<file path="src/rtl/stopwatch_core.sv">
// rtl/stopwatch_core.sv - minutes/seconds stopwatch with prescaler, pause, saturating overflow
// Optional lap capture is built only when STOPWATCH_LAP_EN is defined.
module stopwatch_core #(
   parameter int CLK_HZ  = 1000,
   parameter int MIN_W   = 8,
   parameter int MAX_MIN = 99
) (
   input  logic             clk,
   input  logic             rst_n,
   input  logic             start,
   input  logic             stop,
   input  logic             clear,
   input  logic             lap,
   output logic [MIN_W-1:0] minutes,
   output logic [5:0]       seconds,
   output logic [MIN_W-1:0] lap_minutes,
   output logic [5:0]       lap_seconds,
   output logic             lap_valid,
   output logic [1:0]       status,
   output logic             overflow
);

   localparam int PW = $clog2(CLK_HZ);

   typedef enum logic [1:0] {
      S_IDLE   = 2'b00,
      S_RUN    = 2'b01,
      S_PAUSED = 2'b10,
      S_OVF    = 2'b11
   } state_t;

   state_t        state;
   state_t        state_nx;
   logic [PW-1:0] presc;
   logic          tick;
   logic          terminal;

   assign tick     = (state == S_RUN) && (presc == PW'(CLK_HZ - 1));
   assign terminal = tick && (minutes == MIN_W'(MAX_MIN)) && (seconds == 6'd59);

   always_ff @(posedge clk or negedge rst_n) begin
      if (!rst_n) begin
         state <= S_IDLE;
      end else begin
         state <= state_nx;
      end
   end

   // Stop beats start, so a simultaneous start/stop never resumes counting.
   always_comb begin
      state_nx = state;
      if (clear) begin
         state_nx = S_IDLE;
      end else begin
         case (state)
            S_IDLE:   if (start && !stop) state_nx = S_RUN;
            S_RUN:    if (terminal) state_nx = S_OVF;
                      else if (stop) state_nx = S_PAUSED;
            S_PAUSED: if (start && !stop) state_nx = S_RUN;
            default:  state_nx = state;
         endcase
      end
   end

   assign status = state;

   // The prescaler only advances in RUN, so a pause keeps the sub-second fraction.
   always_ff @(posedge clk or negedge rst_n) begin
      if (!rst_n) begin
         presc    <= '0;
         seconds  <= '0;
         minutes  <= '0;
         overflow <= 1'b0;
      end else if (clear) begin
         presc    <= '0;
         seconds  <= '0;
         minutes  <= '0;
         overflow <= 1'b0;
      end else if (state == S_RUN) begin
         if (tick) begin
            presc <= '0;
            if (terminal) begin
               overflow <= 1'b1;
            end else if (seconds == 6'd59) begin
               seconds <= '0;
               minutes <= minutes + 1'b1;
            end else begin
               seconds <= seconds + 1'b1;
            end
         end else begin
            presc <= presc + 1'b1;
         end
      end
   end

`ifdef STOPWATCH_LAP_EN
   logic lap_take;

   assign lap_take = lap && !clear && (state != S_IDLE);

   // Captures the pre-tick value held in the counters during the lap cycle.
   always_ff @(posedge clk or negedge rst_n) begin
      if (!rst_n) begin
         lap_minutes <= '0;
         lap_seconds <= '0;
         lap_valid   <= 1'b0;
      end else if (clear) begin
         lap_minutes <= '0;
         lap_seconds <= '0;
         lap_valid   <= 1'b0;
      end else begin
         lap_valid <= lap_take;
         if (lap_take) begin
            lap_minutes <= minutes;
            lap_seconds <= seconds;
         end
      end
   end
`else
   logic unused_lap;

   assign unused_lap  = lap;
   assign lap_minutes = '0;
   assign lap_seconds = '0;
   assign lap_valid   = 1'b0;
`endif

endmodule

</file>
<file path="config.mk">
export PLATFORM = sky130hd
export DESIGN_NAME = stopwatch_core
export DESIGN_NICKNAME = d
export VERILOG_FILES = /design/src/rtl/stopwatch_core.sv
export SDC_FILE = /design/constraint.sdc
export NUM_CORES = 1
export LEC_CHECK = 0
export CORE_MARGIN = 2
export CORE_UTILIZATION = 41
export DETAILED_ROUTE_END_ITERATION = 12
export PLACE_DENSITY = 0.71
export SYNTH_ARGS = -nofsm -noshare
export SYNTH_HDL_FRONTEND = slang
export SYNTH_SLANG_ARGS = --single-unit
</file>
<file path="constraint.sdc">
create_clock -name clk -period 2.15 [get_ports clk]
set_clock_uncertainty 0.1 [all_clocks]
set_input_delay 0.43 -clock clk [delete_from_list [all_inputs] [get_ports clk]]
set_output_delay 0.43 -clock clk [all_outputs]
set_load 0.005 [all_outputs]
</file>
==> summary.md, run 1 <==
| Metric | Value |
|---|---|
| Top FF cell, synth | dfrtp_1 |
| Layout cells sized above 1 | 0.167 |
| DIE AREA | 0.00424 mm² |
| DP HPWL | 2.14 mm |
| Register area | 677 µm² |
| Worst skew pair latency | 0.27 ns |
| RD Place Congestion | 0.758 |
| Total GRT Usage | 0.158 |
| Area contributors post-synth | dfrtp_1 (44%), buf_4 (7.4%), a21oi_1 (5.2%), xor2_1 (4.0%), nand2_1 (3.7%) |
| Maxcap violations | 0 |
| Top-area cell type share of the netlist area | 0.442 |
| Iteration-0 DRC Markers | 55 |
| Max clock buf depth | 2 |
| FMAX | 487 MHz |
| Grt total ovfl | 0 |
| Vias in the first global route | 1209 |
| Total Routed Length | 3.08 mm |
| Combinational power share | 0.058 |
| DRC violations left | 0 |
| Final ANT Viol Nets | 0 |
| Fillers | 331 |
| Stages on worst setup path | 6 |
| WP data required | 2.25 ns |
| Chip height | 65.1 µm |
| Reg2reg start | presc[5] |
| Slowest cell on the critical path | or4b_1 |
| I/O Buffers | 21 |
| Largest net degree at the start of global routing | 28 |
| Crit path DAT | 2.16 ns |
| I/O Pins | 38 |
| H-Tree Depth | 1 |
| Root Driver | clkbuf_8 |
| Min-delay src | overflow |
| Max VDD drop | 0.524 mV |
| First-pass GRT wire length | 5.21 mm |
| Crit-path max cell delay | 0.47 ns |
| Post-Syn Instances | 171 |
| PD cells | 430 mW/mm² |
| Seq/Total Area, Yosys | 0.442 |
| Int Pwr | 0.659 mW |
| Post-synth cell types | 35 |
| Area leader, netlist | dfrtp_1 |
| Initial antenna violation count | 0 |
| #FFs+latches synth | 27 |
| Synth warn | 0 |
| RSZ-0062 raised after global routing | true |
| Num CTS Buffers | 3 |
| Horiz. Die Dim | 65.1 µm |
| Crit Path Category | flip-flop to flip-flop |
| Crit-path cells | nand4_1 -> nor4_4 -> buf_4 -> o21ai_2 -> or4b_1 -> a21oi_1 |
| Delay-heaviest family, CP | simple AND/OR/NAND/NOR gates |
| # nets final | 225 |
| Sequential power share | 0.603 |
| Fin. Hold Viols | 0 |
| Critical Path Source | presc[5] |
| Critical Path Sink | seconds[4] |
| Most common cell after layout, fill and taps aside | dfrtp_1 |
| Commonest non-fill, non-tap cells in the layout | dfrtp_1 (26), buf_4 (25), clkdlybuf4s50_1 (21), a21oi_1 (16) |
| Vias/cell | 4.92 |
| Buffers & Inverters on Critical Path | 1 |
| Util after Layout | 0.544 |
| Mean post-synth cell area | 8.95 µm² |
| Num rows | 22 |
| CP endpoint kind | flip-flop |
| Average wire per standard cell | 11.7 µm |
| Area taken by multi-input logic gates | 791 µm² |
| Clock sink count | 27 |
| Final antenna diode count | 0 |
| Area growth syn-to-layout | 29.3% |
| CTS tree | built |
| Fin crit share | 0.956 |
| Outcome | finished, final reports clean |
| Worst R2R End | seconds[4] |
| Setup TNS | 0 ns |
| Starting Density | 0.421 |
| # setup viols final | 0 |
| Clock period minus worst slack | 2.05 ns |
| Leak | 0.832 nW |
| Synth async-reset ratio | 1.00 |
| Reg2reg path depth | 6 |
| Worst-path fanout max | 5 |
| HP Class | flip-flop to flip-flop |
| Core Box Area | 0.00363 mm² |
| Number of synthesized flops with an enable pin | 0 |
| Final Max Tran Viols | 0 |
| Switching Power | 0.191 mW |
| DRT Pass-1 Iters | 4 |
| R2R Setup Slk | 0.1 ns |
| Sw Share | 0.225 |
| Vias | 1293 |
| Clock power share | 0.339 |
| Syn Std Cell Area | 0.00153 mm² |
| Clk pin slew, worst setup/hold paths | 0.09 ns |
| Startpoint Class | flip-flop |
-- worst reg2reg max path: cells and delay by family (launching register included) --
kind / cells / cell delay (ns)
and+or+nand+nor: 3 / 1.04
DFF: 1 / 0.42
AOI/OAI and AO/OA: 2 / 0.24
buffers and inverters: 1 / 0.19
-- metal layers --
layer	wire length, µm	vias to the layer above	GRT usage	share of wire
met4	16	0	0.0391	0.0052
met2	1540	33	0.289	0.50
met5	0	-	0	0
li1	-	660	-	-
met1	1380	598	0.183	0.45
met3	143	2	0.0411	0.046
-- power groups by stage --
| stage | sequential, mW | combinational, mW | clock [mW] |
|---|---|---|---|
| 2_1_floorplan | 0.522 | 0.0422 | 0 |
| 3_3_place_gp | 0.521 | 0.0494 | 0 |
| 3_5_place_dp | 0.522 | 0.0496 | 0 |
| 4_1_cts | 0.511 | 0.0496 | 0.302 |
| 5_1_grt | 0.513 | 0.0570 | 0.323 |
| 6_report | 0.512 | 0.0494 | 0.288 |
-- how the worst min path moves through the flow --
stage | end | slack (ns) | depth (start not counted)
after floorplan | minutes[0] | 0.03 | 0
after global placement | overflow | 0.38 | 2
after detailed placement | overflow | 0.39 | 2
after CTS | overflow | 0.41 | 2
after global routing | presc[5] | 0.46 | 2
final | overflow | 0.40 | 2
-- area by class of cell --
cell class / instances / area share
repair buffers: 46 / 0.201
clock buffers: 4 / 0.0228
flip-flops and latches: 27 / 0.342
inverters: 2 / 0.00380
well taps: 48 / 0.0304
multi-input cells: 136 / 0.400
-- kinds of logic (layout without fill, tap and decap cells) --
group	after synthesis	after routing	synth area share
AOI/OAI and AO/OA	28	28	0.0973
adders and majority gates	3	3	0.0245
muxes	1	1	0.00654
DFF	27	27	0.442
and+or+nand+nor	80	80	0.285
xor gates and xnor gates	9	9	0.0515
other	1	15	0.00245
buffers and inverters	22	52	0.0908
-- sequential cells by signal (all words and copies together) (netlist names) --
signal    flops
seconds       6
status        2
overflow      1
minutes       8
presc        10
-- Yosys cell counts, types with 2 or more instances --
cell,count
dfrtp_1,27
nor3_1,10
nand3_1,10
nor2_1,15
nor3b_1,2
o21ai_0,8
xor2_1,7
buf_4,15
clkbuf_1,4
nand2_1,15
a31oi_1,2
nand4_1,6
inv_1,2
a21oi_1,16
or3_1,8
nand2b_1,2
xnor2_1,2
ha_1,3
-- stage by stage --
step / worst slack, ns / instance area (µm²) / power, mW / cells / hold slack (ns)
after floorplan: 0.00426 / 1580 / 0.564 / 185 / 0.0344
after global placement: 0.0626 / 1860 / 0.571 / 253 / 0.381
after detailed placement: -0.0194 / 1860 / 0.571 / 253 / 0.387
after CTS: 0.00627 / 1920 / 0.863 / 258 / 0.408
after global routing: -0.0430 / 1980 / 0.893 / 263 / 0.460
final: 0.0951 / 1980 / 0.850 / 263 / 0.400
-- timing repair --
| action | in CTS | in global routing |
|---|---|---|
| hold buffers | 0 | 0 |
| pin swaps | 1 | 4 |
| gates resized for setup | 0 | 5 |
| setup endpoints to repair | 5 | 11 |
| buffers inserted | 1 | 5 |
| gates cloned | 0 | 0 |
No activity file was read; power rests on OpenSTA's default activity.
==> inputs of run 2 (changes only) <==
- PLACE_DENSITY: 0.71 -> 0.7
==> run 2 against run 1 <==
Compared with the run above: core utilization is essentially flat; wire length grew 3.2%; power shrank 0.21%; first-iteration DRC count shrank 1.8%; register-to-register slack is essentially flat; clock power shrank 1%; global-route usage shrank 0.31 points; combinational power grew 4.7%; flip-flop and latch count is the same; critical path type unchanged; sequential share of layout area is essentially flat; worst hold slack lost 0.00057 ns; via count grew 2.4%.
==> summary.md, run 2 (synthesized netlist as in run 1, its figures left out) <==
| Metric | Value |
|---|---|
| Outcome | finished, final reports clean |
| PD cells | 429 mW/mm² (-0.15%) |
| RSZ-0062 raised after global routing | true |
| First-pass GRT wire length | 5.25 mm (+0.79%) |
| Largest net degree at the start of global routing | 28 (unchanged) |
| Final ANT Viol Nets | 0 (unchanged) |
| WP data required | 2.25 ns (about the same) |
| DP HPWL | 2.24 mm (+4.5%) |
| Total Routed Length | 3.17 mm (+3.2%) |
| Layout cells sized above 1 | 0.163 (-0.00465) |
| Crit Path Category | flip-flop to flip-flop |
| Worst-path fanout max | 6 (+1) |
| DIE AREA | 0.00424 mm² (unchanged) |
| Clk pin slew, worst setup/hold paths | 0.09 ns (about the same) |
| Average wire per standard cell | 12.1 µm (+3.2%) |
| Worst setup margin | 0.0909 ns (-0.00423 ns) |
| Chip height | 65.1 µm (unchanged) |
| Max clock buf depth | 2 (unchanged) |
| Crit path DAT | 2.16 ns (about the same) |
| Final Max Tran Viols | 0 (unchanged) |
| CTS tree | built |
| Initial antenna violation count | 0 (unchanged) |
| Max reg flops | 10 (unchanged) |
| Worst slew margin | 0.664 |
| # hold bufs at CTS | 0 (unchanged) |
| Horiz. Die Dim | 65.1 µm (unchanged) |
| Most common cell after layout, fill and taps aside | dfrtp_1 |
| DRC violations left | 0 (unchanged) |
| Total GRT Usage | 0.155 (-0.00305) |
| Iteration-0 DRC Markers | 54 (-1.8%) |
| Slew of the pin with the lowest slew margin | 0.501 ns |
| I/O Buffers | 21 (unchanged) |
| Clock sink count | 27 (unchanged) |
| Leak | 0.836 nW (+0.46%) |
| Root Driver | clkbuf_8 |
| Clock period minus worst slack | 2.06 ns (+0.00423 ns) |
| Max VDD drop | 0.421 mV (-20%) |
| H-Tree Depth | 1 (unchanged) |
| Worst skew pair latency | 0.27 ns (about the same) |
| Hold_ws | 0.400 ns (-0.000566 ns) |
| Final Total Pwr | 0.848 mW (-0.21%) |
| # nets final | 225 (unchanged) |
| Dpl ws | 0.0190 ns (+0.0384 ns) |
| Startpoint Class | flip-flop |
| Setup TNS | 0 ns (unchanged) |
| Fin. Hold Viols | 0 (unchanged) |
| DRT Pass-1 Iters | 4 (unchanged) |
| Vias in the first global route | 1201 (-0.66%) |
| Biggest register | presc |
| Num rows | 22 (unchanged) |
| Core Box Area | 0.00363 mm² (unchanged) |
| FMAX | 486 MHz (-0.21%) |
| Final antenna diode count | 0 (unchanged) |
| Starting Density | 0.421 (unchanged) |
| Area growth syn-to-layout | 29.2% (about the same) |
| I/O Pins | 38 (unchanged) |
| Commonest non-fill, non-tap cells in the layout | dfrtp_1 (27), buf_4 (25), clkdlybuf4s50_1 (21), a21oi_1 (16) |
| Top Registers | presc: 10 flops, minutes: 8 flops, seconds: 6 flops |
| RD Place Congestion | 0.779 (+2.7%) |
| CP endpoint kind | flip-flop |
| HP Class | flip-flop to flip-flop |
| Grt total ovfl | 0 (unchanged) |
| Num CTS Buffers | 3 (unchanged) |
| Vias/cell | 5.03 (+2.4%) |
| # setup viols final | 0 (unchanged) |
| Maxcap violations | 0 (unchanged) |
| Vias | 1324 (+2.4%) |
| Fin crit share | 0.958 (+0.00197) |
[run 2: changes by cell type in the layout (fill, tap and decap cells not counted)]
| cell | previous run | this run |
|---|---|---|
| dfrtp_1 | 26 | 27 |
| dfrtp_2 | 1 | 0 |
[run 2: report_power, final]
group | internal (mW) | switching [mW] | total [mW] | leakage (nW)
Combinational | 0.0175 | 0.0342 | 0.0517 | 0.436
Sequential | 0.509 | 0.00253 | 0.512 | 0.377
Clock | 0.133 | 0.152 | 0.284 | 0.0228
Total | 0.659 | 0.189 | 0.848 | 0.836
[run 2: worst paths after layout]
path,from,to,slack [ns],cells past startpoint
min in group asynchronous,rst_n,minutes[6],0.45,2
hold / removal,overflow,overflow,0.40,2
setup / recovery,presc[0],seconds[4],0.09,7
hold reg to reg,overflow,overflow,0.40,2
setup reg to reg,presc[0],seconds[4],0.09,7
max in group asynchronous,rst_n,minutes[0],1.25,2
[run 2: layer usage]
metal  routed length [µm]  track usage
met5                    0            0
met4                   22       0.0234
met3                  116       0.0308
met2                 1610        0.290
met1                 1420        0.186
[run 2: area by class of cell]
class | instances | area [µm²]
clock buffers | 4 | 45.0
fillers | 345 | 1660
inverters | 2 | 7.51
multi-input cells | 136 | 791
flip-flops and latches | 27 | 676
well taps | 48 | 60.1
repair buffers | 46 | 398
[run 2: metrics by stage]
step / instances / utilization / cell area, µm²
floorplan: 185 / - / 1580
global placement: 253 / 0.513 / 1860
CTS: 257 / 0.525 / 1910
global route: 263 / 0.544 / 1980
detailed placement: 253 / 0.513 / 1860
finish: 263 / 0.544 / 1980
[run 2: worst max-delay path, stage by stage, from the launching register on]
cell and delay, ns:
dfrtp_1 0.43, ha_4 0.17, nand2_1 0.09, nor4_4 0.30, buf_4 0.19, o21ai_2 0.08
or4b_1 0.47, a21oi_1 0.15
[run 2: timing repair]
| item | 4_1_cts | 5_1_grt |
|---|---|---|
| buffers inserted | 0 | 6 |
| cloned | 0 | 0 |
| endpoints found under the setup margin | 1 | 8 |
| resized for setup | 0 | 4 |
| pin swaps | 1 | 4 |
==> inputs of run 3 (changes only) <==
- CORE_UTILIZATION: 41 -> 35
- PLACE_DENSITY: 0.7 -> 0.61
==> run 3 against run 2 <==
Compared with the run above: cell area up 0.25%; worst hold slack gained 0.0061 ns; setup slack lost 0.079 ns; largest power group unchanged.
==> summary.md, run 3 (synthesized netlist as in run 1, its figures left out) <==
| Metric | Value |
|---|---|
| DRT Pass-1 Iters | 5 (+1) |
| Clock period minus worst slack | 2.14 ns (+0.0793 ns) |
| Total GRT Usage | 0.133 (-0.0217) |
| Area growth syn-to-layout | 29.5% |
| Worst skew pair latency | 0.27 ns (about the same) |
| Chip height | 70.1 µm (+7.7%) |
| GRT met1 Usage | 0.179 (-0.00696) |
| Dpl ws | -0.0784 ns (-0.0974 ns) |
| Num CTS Buffers | 3 (unchanged) |
| Leak | 0.832 nW (-0.47%) |
| Clock sink count | 27 (unchanged) |
| Maxcap violations | 0 (unchanged) |
| Most common cell after layout, fill and taps aside | dfrtp_1 |
| I/O Buffers | 21 (unchanged) |
| # hold bufs at CTS | 0 (unchanged) |
| Vias | 1329 (+0.38%) |
| CP endpoint kind | flip-flop |
| Commonest non-fill, non-tap cells in the layout | dfrtp_1 (27), buf_4 (24), clkdlybuf4s50_1 (21) |
| I/O Pins | 38 (unchanged) |
| Largest net degree at the start of global routing | 28 (unchanged) |
| Final ANT Viol Nets | 0 (unchanged) |
| DP Area | 0.00185 mm² (-0.54%) |
| Max VDD drop | 0.423 mV (+0.50%) |
| Iteration-0 DRC Markers | 61 (+13%) |
| Post-route cell area | 0.00198 mm² (+0.25%) |
| H-Tree Depth | 1 (unchanged) |
| Average wire per standard cell | 11.7 µm (-2.9%) |
| WP data required | 2.25 ns (about the same) |
| Dpl cells | 255 (+0.79%) |
| Starting Density | 0.356 (-0.0648) |
| # setup viols final | 0 (unchanged) |
| Num rows | 24 (+9.1%) |
| Worst setup margin | 0.0116 ns (-0.0793 ns) |
| Most crowded layer after global routing | met2 |
| Non-filler instance count after layout | 267 (+1.5%) |
| # nets final | 225 (unchanged) |
| Fin. Hold Viols | 0 (unchanged) |
| Clk pin slew, worst setup/hold paths | 0.09 ns (about the same) |
| Worst-path fanout max | 5 (-1) |
| Final Max Tran Viols | 0 (unchanged) |
| Crit Path Category | flip-flop to flip-flop |
| Core Box Area | 0.00429 mm² (+18%) |
| Vias in the first global route | 1215 (+1.2%) |
| DP HPWL | 2.20 mm (-1.6%) |
| Met3 usage | 0.0303 (-0.000519) |
| Root Driver | clkbuf_8 |
| First-pass GRT wire length | 5.43 mm (+3.4%) |
| PD cells | 431 mW/mm² (+0.40%) |
| Max reg flops | 10 (unchanged) |
| Fin crit share | 0.995 (+0.0369) |
| Top Registers | presc: 10 flops, minutes: 8 flops, seconds: 6 flops |
| Slowest cell on the critical path | or4b_1 |
| Grt total ovfl | 0 (unchanged) |
| Delay-heaviest family, CP | simple AND/OR/NAND/NOR gates |
| Final antenna diode count | 0 (unchanged) |
| CTS tree | built |
| Total Routed Length | 3.13 mm (-1.4%) |
| Layout cells sized above 1 | 0.163 (unchanged) |
| Initial antenna violation count | 0 (unchanged) |
| FMAX | 468 MHz (-3.7%) |
| Vias/cell | 4.98 (-1.1%) |
| DRC violations left | 0 (unchanged) |
| Setup TNS | 0 ns (unchanged) |
| Biggest register | presc |
| Outcome | finished, final reports clean |
| Crit-path cells | or3b_4 -> nor4_4 -> o21ai_2 -> or4b_1 -> a21oi_1 |
| Crit path DAT | 2.24 ns (+0.08 ns) |
| RD Place Congestion | 0.768 (-1.3%) |
| Horiz. Die Dim | 70.1 µm (+7.7%) |
| Buffers & Inverters on Critical Path | 0 (-1) |
| Routing usage on met2 | 0.217 (-0.0730) |
| Max clock buf depth | 2 (unchanged) |
| Hold_ws | 0.406 ns (+0.00614 ns) |
| DIE AREA | 0.00492 mm² (+16%) |
| RSZ-0062 raised after global routing | true |
| Startpoint Class | flip-flop |
| Fillers | 451 (+31%) |
| HP Class | flip-flop to flip-flop |
| Crit-path max cell delay | 0.52 ns (+0.05 ns) |
## run 3: worst paths after layout
| path | startpoint | to | slack, ns | depth (start not counted) |
|---|---|---|---|---|
| max | presc[3] | seconds[4] | 0.01 | 5 |
| min | overflow | overflow | 0.41 | 2 |
| max reg2reg | presc[3] | seconds[4] | 0.01 | 5 |
| min reg2reg | overflow | overflow | 0.41 | 2 |
| max in group asynchronous | rst_n | seconds[2] | 1.27 | 2 |
| min in group asynchronous | rst_n | minutes[2] | 0.42 | 2 |
## run 3: layer usage
metal | vias up | part of all wire
met5 | - | 0
met4 | 0 | 0.0096
met3 | 4 | 0.041
met2 | 36 | 0.49
met1 | 624 | 0.46
li1 | 665 | -
## run 3: final cells by class
class / instances / area, µm² / area share
Multi-Input combinational cell: 137 / 798 / 0.403
Inverter: 2 / 7.51 / 0.00379
Tap cell: 52 / 65.1 / 0.0328
Timing Repair Buffer: 45 / 390 / 0.197
Sequential cell: 27 / 676 / 0.341
Clock buffer: 4 / 45.0 / 0.0227
## run 3: where the power goes
part           switching (mW)  internal [mW]  leakage (nW)
combinational          0.0333         0.0161         0.432
sequential            0.00212          0.509         0.377
clock                   0.160          0.133        0.0228
## run 3: what timing repair did
item	4_1_cts	5_1_grt
cloned	0	1
buffers inserted	2	5
endpoints found under the hold margin	0	0
pin swaps	1	15
endpoints found under the setup margin	6	11
gates resized for setup	0	4
## run 3: metrics by stage
step	util	total power, mW
floorplan	-	0.564
detailed placement	0.432	0.572
CTS	0.446	0.868
finish	0.462	0.853
global route	0.462	0.893
global placement	0.432	0.572
## run 3: worst reg2reg max path: cells and delay by family, from the launching register on
kind            cells  cell delay [ns]
simple gates        3             1.31
flops               1             0.39
compound gates      2             0.27
